--- config.mk ---
export PLATFORM = sky130hd
export DESIGN_NAME = branch_enable_logic
export DESIGN_NICKNAME = d
export VERILOG_FILES = /design/src/rtl/branch_enable_logic.sv
export SDC_FILE = /design/constraint.sdc
export NUM_CORES = 1
export LEC_CHECK = 0
export ABC_CLOCK_PERIOD_IN_PS = 4100
export BUFFER_PORTS_ARGS = -buffer_cell sky130_fd_sc_hd__buf_2
export CORE_ASPECT_RATIO = 1.5
export CORE_MARGIN = 2
export CORE_UTILIZATION = 55
export DETAILED_ROUTE_END_ITERATION = 16
export PLACE_DENSITY = 0.92
export SYNTH_ARGS = -nofsm -noshare
export SYNTH_HDL_FRONTEND = slang
export SYNTH_SLANG_ARGS = --single-unit
--- constraint.sdc ---
create_clock -name Clk -period 4.1 [get_ports Clk]
set_input_delay 0.82 -clock Clk [delete_from_list [all_inputs] [get_ports Clk]]
set_output_delay 0.82 -clock Clk [all_outputs]
set_load 0.05 [all_outputs]
--- src/rtl/branch_enable_logic.sv ---
// rtl/branch_enable_logic.sv - LC-3 condition-code register and branch-enable (BEN) stage.
// Registers N/Z/P into CC, evaluates BEN against IR[11:9] on a req/ack handshake, counts taken branches.
module branch_enable_logic #(
  parameter int CNT_WIDTH = 16
) (
  input  logic                 Clk,
  input  logic                 Reset,
  input  logic                 N,
  input  logic                 Z,
  input  logic                 P,
  input  logic                 Load_CC,
  input  logic [2:0]           IR_NZP,
  input  logic                 Eval_Req,
  input  logic                 Clear_Count,
  output logic [2:0]           CC,
  output logic                 BEN,
  output logic                 Eval_Ack,
  output logic                 Eval_Busy,
  output logic [CNT_WIDTH-1:0] Taken_Count
);

  typedef enum logic [1:0] {
    S_IDLE = 2'd0,
    S_EVAL = 2'd1,
    S_DONE = 2'd2
  } state_t;

  localparam logic [CNT_WIDTH-1:0] CNT_ONE = {{(CNT_WIDTH-1){1'b0}}, 1'b1};

  state_t               state_q, state_d;
  logic [2:0]           cc_q, cc_d;
  logic [2:0]           nzp_q, nzp_d;
  logic                 ben_q, ben_d;
  logic [CNT_WIDTH-1:0] cnt_q, cnt_d;

  always_ff @(posedge Clk or negedge Reset) begin
    if (!Reset) begin
      state_q <= S_IDLE;
      cc_q    <= 3'b010;
      nzp_q   <= 3'b000;
      ben_q   <= 1'b0;
      cnt_q   <= '0;
    end else begin
      state_q <= state_d;
      cc_q    <= cc_d;
      nzp_q   <= nzp_d;
      ben_q   <= ben_d;
      cnt_q   <= cnt_d;
    end
  end

  always_comb begin
    state_d = state_q;
    nzp_d   = nzp_q;
    ben_d   = ben_q;
    cnt_d   = cnt_q;
    // CC loads in every state; the evaluation below sees the pre-edge value.
    cc_d    = Load_CC ? {N, Z, P} : cc_q;

    case (state_q)
      S_IDLE: begin
        if (Eval_Req) begin
          nzp_d   = IR_NZP;
          state_d = S_EVAL;
        end
      end
      S_EVAL: begin
        ben_d = |(nzp_q & cc_q);
        if (ben_d && (cnt_q != {CNT_WIDTH{1'b1}})) begin
          cnt_d = cnt_q + CNT_ONE;
        end
        state_d = S_DONE;
      end
      S_DONE: begin
        state_d = S_IDLE;
      end
      default: begin
        state_d = S_IDLE;
      end
    endcase

    if (Clear_Count) begin
      cnt_d = '0;
    end
  end

  assign CC          = cc_q;
  assign BEN         = ben_q;
  assign Eval_Ack    = (state_q == S_DONE);
  assign Eval_Busy   = (state_q != S_IDLE);
  assign Taken_Count = cnt_q;

endmodule
==> results.md, run 1 <==
* Worst hold path type: in -> async
* Vias per cell at 6.697
* Startpoint types: flop
* Postcts setup bufs at 0
* Sinks on the clock net at 25
* Clock skew at 0.005820 ns
* Clock power frac at 21.9%
* Initial Util at 57.82%
* P_sw at 0.1593 mW
* Max-slew headroom at 52.58%
* FF-to-FF Start: Taken_Count[0]
* Final Hold Vio Count at 0
* Outcome: finished clean
* Drt pass-1 iters at 4
* Filler cell count at 191
* Sequential Power Share at 56.3%
* Synth cell count leaders: dfrtp_1 (24), a21oi_1 (13), o31ai_1 (8), or4_1 (8), mux2_2 (7)
* Post-synth top area share at 47.06%
* Synth Instances at 123
* Synth top area cells: dfrtp_1 (47%), mux2_2 (6.2%), a21oi_1 (5.1%)
* Syn avg cell area at 10.38 µm²
* Slew @ Worst Pin at 0.7113 ns
* Distinct cells, synth at 39
* Die Ht at 63.00 µm
* Combinational power share at 21.9%
* Sequential fraction of the synthesis area at 49.12%
* Min cycle time layout at 2.422 ns
* CTS tree: yes
* CP Cell Sequence: ha_1 > nand4_1 > nor4_2 > buf_4 > nor4_1 > mux2_1
* Worst path arrival time at 2.64 ns
* RSZ-0062 raised after global routing: no
* EDFF count, synth at 0
* Share of layout cells above drive strength 1 at 32.89%
* Largest area contributor in the netlist: dfrtp_1
* Ys Warns at 0
* Area of the multi-input gates at 598.1 µm²
* Routed Antenna Nets at 0
* Synth async-reset ratio at 100.0%
* RD Place Congestion at 0.8292
* Worst endpoint required time at 4.32 ns
* Resized cells post-CTS at 0
* Ant diodes at 0
* Slew Limit Fails at 0
* Standard-cell rows at 21
* Root buf cell: clkbuf_4
* Die width at 43.33 µm
* Total die area at 2730 µm²
* Endpoints failing setup at 0
* WL/cell at 16.02 µm
* Grt peak-use layer: met2
* Final WL at 2803 µm
* Pin count of the biggest net entering global routing at 26
* R2r worst-path depth at 6
* Met3 Usage GRT at 4.335%
* Post-Place Cells at 171
* Syn Std Cell Area at 1276 µm²
* Flip-flop and latch area at 626.9 µm²
* Vias in the first global route at 1060
* Fmax at 413.0 MHz
* Worst vdd ir at 0.2465 mV
* R2R Path End: Taken_Count[14]
* Clk_lat worst skew at 0.32 ns
* Iter 0 DRT Violations at 40
* Internal reg-to-reg setup slack at 1.68 ns
* Top-count cell post-synth: dfrtp_1
* Port bufs at 32
* Critical path's largest stage delay at 0.66 ns
* Num CTS Buffers at 3
* Critical path type: reg -> reg
* Hold Buf Count CTS at 0
* I/O pin total at 33
* Mapped Nets at 135
* Number of antenna violations at the first check in global routing at 0
* Vias at 1172
* Total grt overflow at 0
* DRC at 0
* Total Nets Final at 165
* Max Buffers Root-to-Sink at 2
* Crit Path Max Fanout at 16
* Total GRT Usage at 21.94%
* Worst setup EP type: flop
* Setup TNS at 0 ns
* P_leak at 0.6573 nW
* Global-route met1 utilization at 23.72%
* Synth Register Bits at 25
* First-pass GRT wire length at 4616 µm
* Final HPWL DP at 2068 µm
* Clk slew on worst S/H paths at 0.13 ns
* Internal at 0.3371 mW
* Power per standard cell area at 340.3 nW/µm²
* Core area at 2207 µm²
* Fin crit share at 59.06%
* Net switching fraction of the power at 32.10%
* Met2 usage at 39.37%
* Fin cells at 175
* Max Cap Viol at 0
* Top_reg_cell synth: dfrtp_1
* H-tree Lvls at 1
* Crit-path slowest cell: nor4_2
* P&R area growth vs syn at 14.31%
-- cell usage in the layout, fill, tap and decap left out, drive strengths merged, types with 2 or more instances in the layout --
master  Yosys  layout
nand2       5       5
dfrtp      24      24
inv         3       3
mux2        8       8
o21ai       3       3
o31ai       8       8
nor4        3       3
nor2b       2       2
clkbuf      4       4
or2         2       2
buf         4      33
or4         9       9
nand4       5       5
nor3        2       2
nor2        6       6
nand3       6       6
a21oi      13      13
or3         2       2
-- sequential cells by signal, indices dropped and copies added (netlist names) --
register,flops
BEN,1
CC,3
nzp_q,3
state_q,2
Taken_Count,16
-- per-layer routing --
| metal | wire (µm) | vias to the layer above | share of wire [%] |
|---|---|---|---|
| li1 | - | 534 | - |
| met1 | 1031 | 565 | 37 |
| met2 | 1479 | 62 | 53 |
| met3 | 215 | 11 | 7.7 |
| met4 | 76 | 0 | 2.7 |
| met5 | 0 | - | 0 |
-- worst max-delay path, delay by kind of cell, from the launching register on --
kind                     cells  cell delay, ns
multiplexers                 1            0.34
buffers and inverters        1            0.31
adder cells (fa/ha/maj)      1            0.22
flip-flops                   1            0.44
AND/OR/NAND/NOR              3            1.01
-- power groups by stage --
stage          logic (mW)  clock network [mW]  registers (mW)
6_report            0.109               0.109           0.279
5_1_grt             0.117               0.123           0.282
4_1_cts             0.111               0.111           0.280
3_5_place_dp        0.110                   0           0.285
3_3_place_gp        0.106                   0           0.282
2_1_floorplan      0.0496                   0           0.314
-- layout make-up --
cell class	count	area share (%)
Inverter	3	0.7719
Multi-Input combinational cell	87	40.99
Timing Repair Buffer	33	11.49
Sequential cell	25	42.97
Clock buffer	4	1.801
Tap cell	23	1.973
-- per-stage QoR --
step           setup WS [ns]  total power, mW  instance area (µm²)  hold slack [ns]  util (%)
4_1_cts                1.708           0.5009                 1459           0.4765     66.10
6_report               1.678           0.4964                 1459           0.4563     66.10
2_1_floorplan          1.848           0.3635                 1276           0.4804         -
3_3_place_gp           1.850           0.3882                 1433           0.4560     64.91
3_5_place_dp           1.738           0.3951                 1433           0.4931     64.91
5_1_grt                1.458           0.5217                 1459           0.4792     66.10
-- cell families after synthesis --
family          share of synthesized area (%)
mux                                     7.059
buf+inv                                 4.019
flops                                   49.12
simple gates                            24.90
fa+ha+maj                              0.9802
compound gates                          13.92
-- worst max-delay path by stage --
stage | endpoint | from
after floorplan | Taken_Count[1] | Taken_Count[0]
after global placement | Taken_Count[14] | Taken_Count[0]
after detailed placement | Taken_Count[14] | Taken_Count[0]
after CTS | Taken_Count[14] | Taken_Count[0]
after global routing | Taken_Count[14] | Taken_Count[0]
final | Taken_Count[14] | Taken_Count[0]
Note: power is estimated with default switching activity, not from simulation.
==> run 2, diff against run 1 <==
ABC_CLOCK_PERIOD_IN_PS = 1980   (was 4100)
CORE_UTILIZATION = 46   (was 55)
PLACE_DENSITY = 0.83   (was 0.92)
clock period = 1.98 ns   (was 4.1 ns; I/O delays follow)
==> results.md, run 2 (same netlist as run 1, synthesis figures left out) <==
* Global-route met1 utilization at 22.64% (-1.1 points)
* Total die area at 3220 µm² (+18%)
* P&R area growth vs syn at 22.45%
* Post-Place Cell Area at 1511 µm² (+5.5%)
* Worst endpoint required time at 2.17 ns (-2.15 ns)
* Commonest cells after routing, fill and taps aside: buf_2 (32), dfrtp_1 (13), a21oi_1 (13), dfrtp_2 (11)
* Most common cell after layout, fill and taps aside: buf_2
* Slew Limit Fails at 0 (unchanged)
* Flip-flop and latch area at 640.6 µm² (+2.2%)
* Sequential Power Share at 52.4% (-3.9 points)
* FF-to-FF Start: Taken_Count[0]
* Total grt overflow at 0 (unchanged)
* Worst hold path type: in -> async
* Routed Antenna Nets at 0 (unchanged)
* I/O pin total at 33 (unchanged)
* Final WL at 2839 µm (+1.3%)
* R2r worst-path depth at 6 (unchanged)
* Grt peak-use layer: met2
* Fmax at 530.6 MHz (+28%)
* Sinks on the clock net at 25 (unchanged)
* P_leak at 0.6839 nW (+4.0%)
* Internal reg-to-reg setup slack at 0.1 ns (-1.58 ns)
* CTS tree: yes
* H-tree Lvls at 1 (unchanged)
* Final Hold Vio Count at 0 (unchanged)
* Vias at 1102 (-6.0%)
* Final HPWL DP at 2123 µm (+2.7%)
* Hold_ws at 0.1061 ns (-0.3501 ns)
* Area of the multi-input gates at 616.8 µm² (+3.1%)
* Iter 0 DRT Violations at 17 (-57%)
* Clk_lat worst skew at 0.27 ns (-0.05 ns)
* Fin crit share at 95.18% (+36 points)
* Outcome: finished clean
* Combinational power share at 20.8% (-1.1 points)
* Die Ht at 68.51 µm (+8.8%)
* Number of antenna violations at the first check in global routing at 0 (unchanged)
* R2R Path End: Taken_Count[11]
* Vias per cell at 5.740 (-14%)
* Worst vdd ir at 0.4985 mV (+100%)
* Met3 Usage GRT at 4.167% (-0.17 points)
* Worst path arrival time at 2.07 ns (-0.57 ns)
* Ant diodes at 0 (unchanged)
* DRC at 0 (unchanged)
* Initial Util at 48.20% (-9.6 points)
* Net switching fraction of the power at 30.72% (-1.4 points)
* Critical path type: reg -> reg
* Clk slew on worst S/H paths at 0.08 ns (-0.05 ns)
* Num CTS Buffers at 3 (unchanged)
* Drt pass-1 iters at 4 (unchanged)
* Met2 usage at 37.33% (-2.0 points)
* First-pass GRT wire length at 4878 µm (+5.7%)
* RD Place Congestion at 0.8320 (+0.34%)
* Total Nets Final at 168 (+1.8%)
* WL/cell at 14.79 µm (-7.7%)
* Port bufs at 32 (unchanged)
* Number of flip-flops in the largest register at 16 (unchanged)
* Post-route cell area at 1563 µm² (+7.1%)
* Slew @ Worst Pin at 0.5447 ns (-0.1666 ns)
* Max-slew headroom at 63.69% (+11 points)
* Vias in the first global route at 1117 (+5.4%)
* Clock skew at 0.002505 ns (-0.003315 ns)
* Root buf cell: clkbuf_8
* Hold Buf Count CTS at 0 (unchanged)
* Min cycle time layout at 1.885 ns (-0.5369 ns)
* Pin count of the biggest net entering global routing at 26 (unchanged)
* Worst setup EP type: flop
* Max Cap Viol at 0 (unchanged)
* P_sw at 0.3405 mW (+110%)
* Internal at 0.7679 mW (+130%)
* Endpoints failing setup at 0 (unchanged)
* Share of layout cells above drive strength 1 at 41.94% (+9.0 points)
* Startpoint types: flop
* Clock power frac at 26.8% (+4.9 points)
* Total GRT Usage at 21.02% (-0.92 points)
* Max Buffers Root-to-Sink at 2 (unchanged)
* RSZ-0062 raised after global routing: no
* Standard-cell rows at 23 (+9.5%)
* Power per standard cell area at 709.2 nW/µm² (+110%)
* Crit Path Max Fanout at 22 (+6)
* Die width at 47.01 µm (+8.5%)
* Core area at 2648 µm² (+20%)
* Filler cell count at 257 (+35%)
-- run 2: changes by cell type in the layout (fill, tap and decap cells not counted), moves of 2 or more --
cell	delta
dfrtp_1	-11
clkbuf_4	-3
dfrtp_2	+11
clkbuf_8	+3
buf_4	+2
-- run 2: metal layers --
layer,vias up,share of wire [%],wire [µm]
li1,536,-,-
met1,526,41,1158
met2,34,53,1505
met3,6,4.6,132
met4,0,1.5,42
met5,-,0,0
-- run 2: what timing repair did --
item,CTS,global route
setup buffers,0,0
resized for setup,0,2
hold endpoints to repair,0,0
endpoints found under the setup margin,0,3
-- run 2: worst max path at each step --
stage	start	end	slack [ns]	depth (start not counted)
floorplan	CC[1]	Taken_Count[11]	-0.03	5
global placement	Taken_Count[0]	Taken_Count[14]	0.07	5
detailed placement	Taken_Count[0]	Taken_Count[14]	0.04	5
CTS	Taken_Count[0]	Taken_Count[14]	0.02	5
global route	CC[1]	Taken_Count[2]	0.003	5
finish	Taken_Count[0]	Taken_Count[11]	0.1	6
-- run 2: stage by stage --
step	utilization, %	setup slack (ns)	setup TNS, ns	power [mW]	instances
after global placement	57.09	0.07291	0	0.8128	188
after global routing	59.03	0.002766	0	1.158	192
after floorplan	-	-0.03380	-0.1571	0.7547	123
final	59.03	0.09539	0	1.108	192
after CTS	58.79	0.02442	0	1.119	192
after detailed placement	57.09	0.04221	0	0.8225	188
-- run 2: worst max-delay path: stages, from the launching register on --
cell     delay [ns]
dfrtp_2        0.44
ha_1           0.23
nand4_1        0.23
nor4_4         0.09
buf_12         0.16
or4_1          0.51
a21oi_1        0.16
-- run 2: cell type report --
cell class                      instances  area share, %
Inverter                                3         0.7206
Timing Repair Buffer                   36          12.97
Sequential cell                        25          40.99
Tap cell                               37          2.962
Multi-Input combinational cell         87          39.47
Clock buffer                            4          2.882
-- run 2: power groups by stage --
stage	clock [mW]	sequential, mW	combinational (mW)
2_1_floorplan	0	0.651	0.103
3_3_place_gp	0	0.588	0.225
3_5_place_dp	0	0.591	0.231
4_1_cts	0.306	0.581	0.232
5_1_grt	0.325	0.586	0.247
6_report	0.297	0.581	0.230
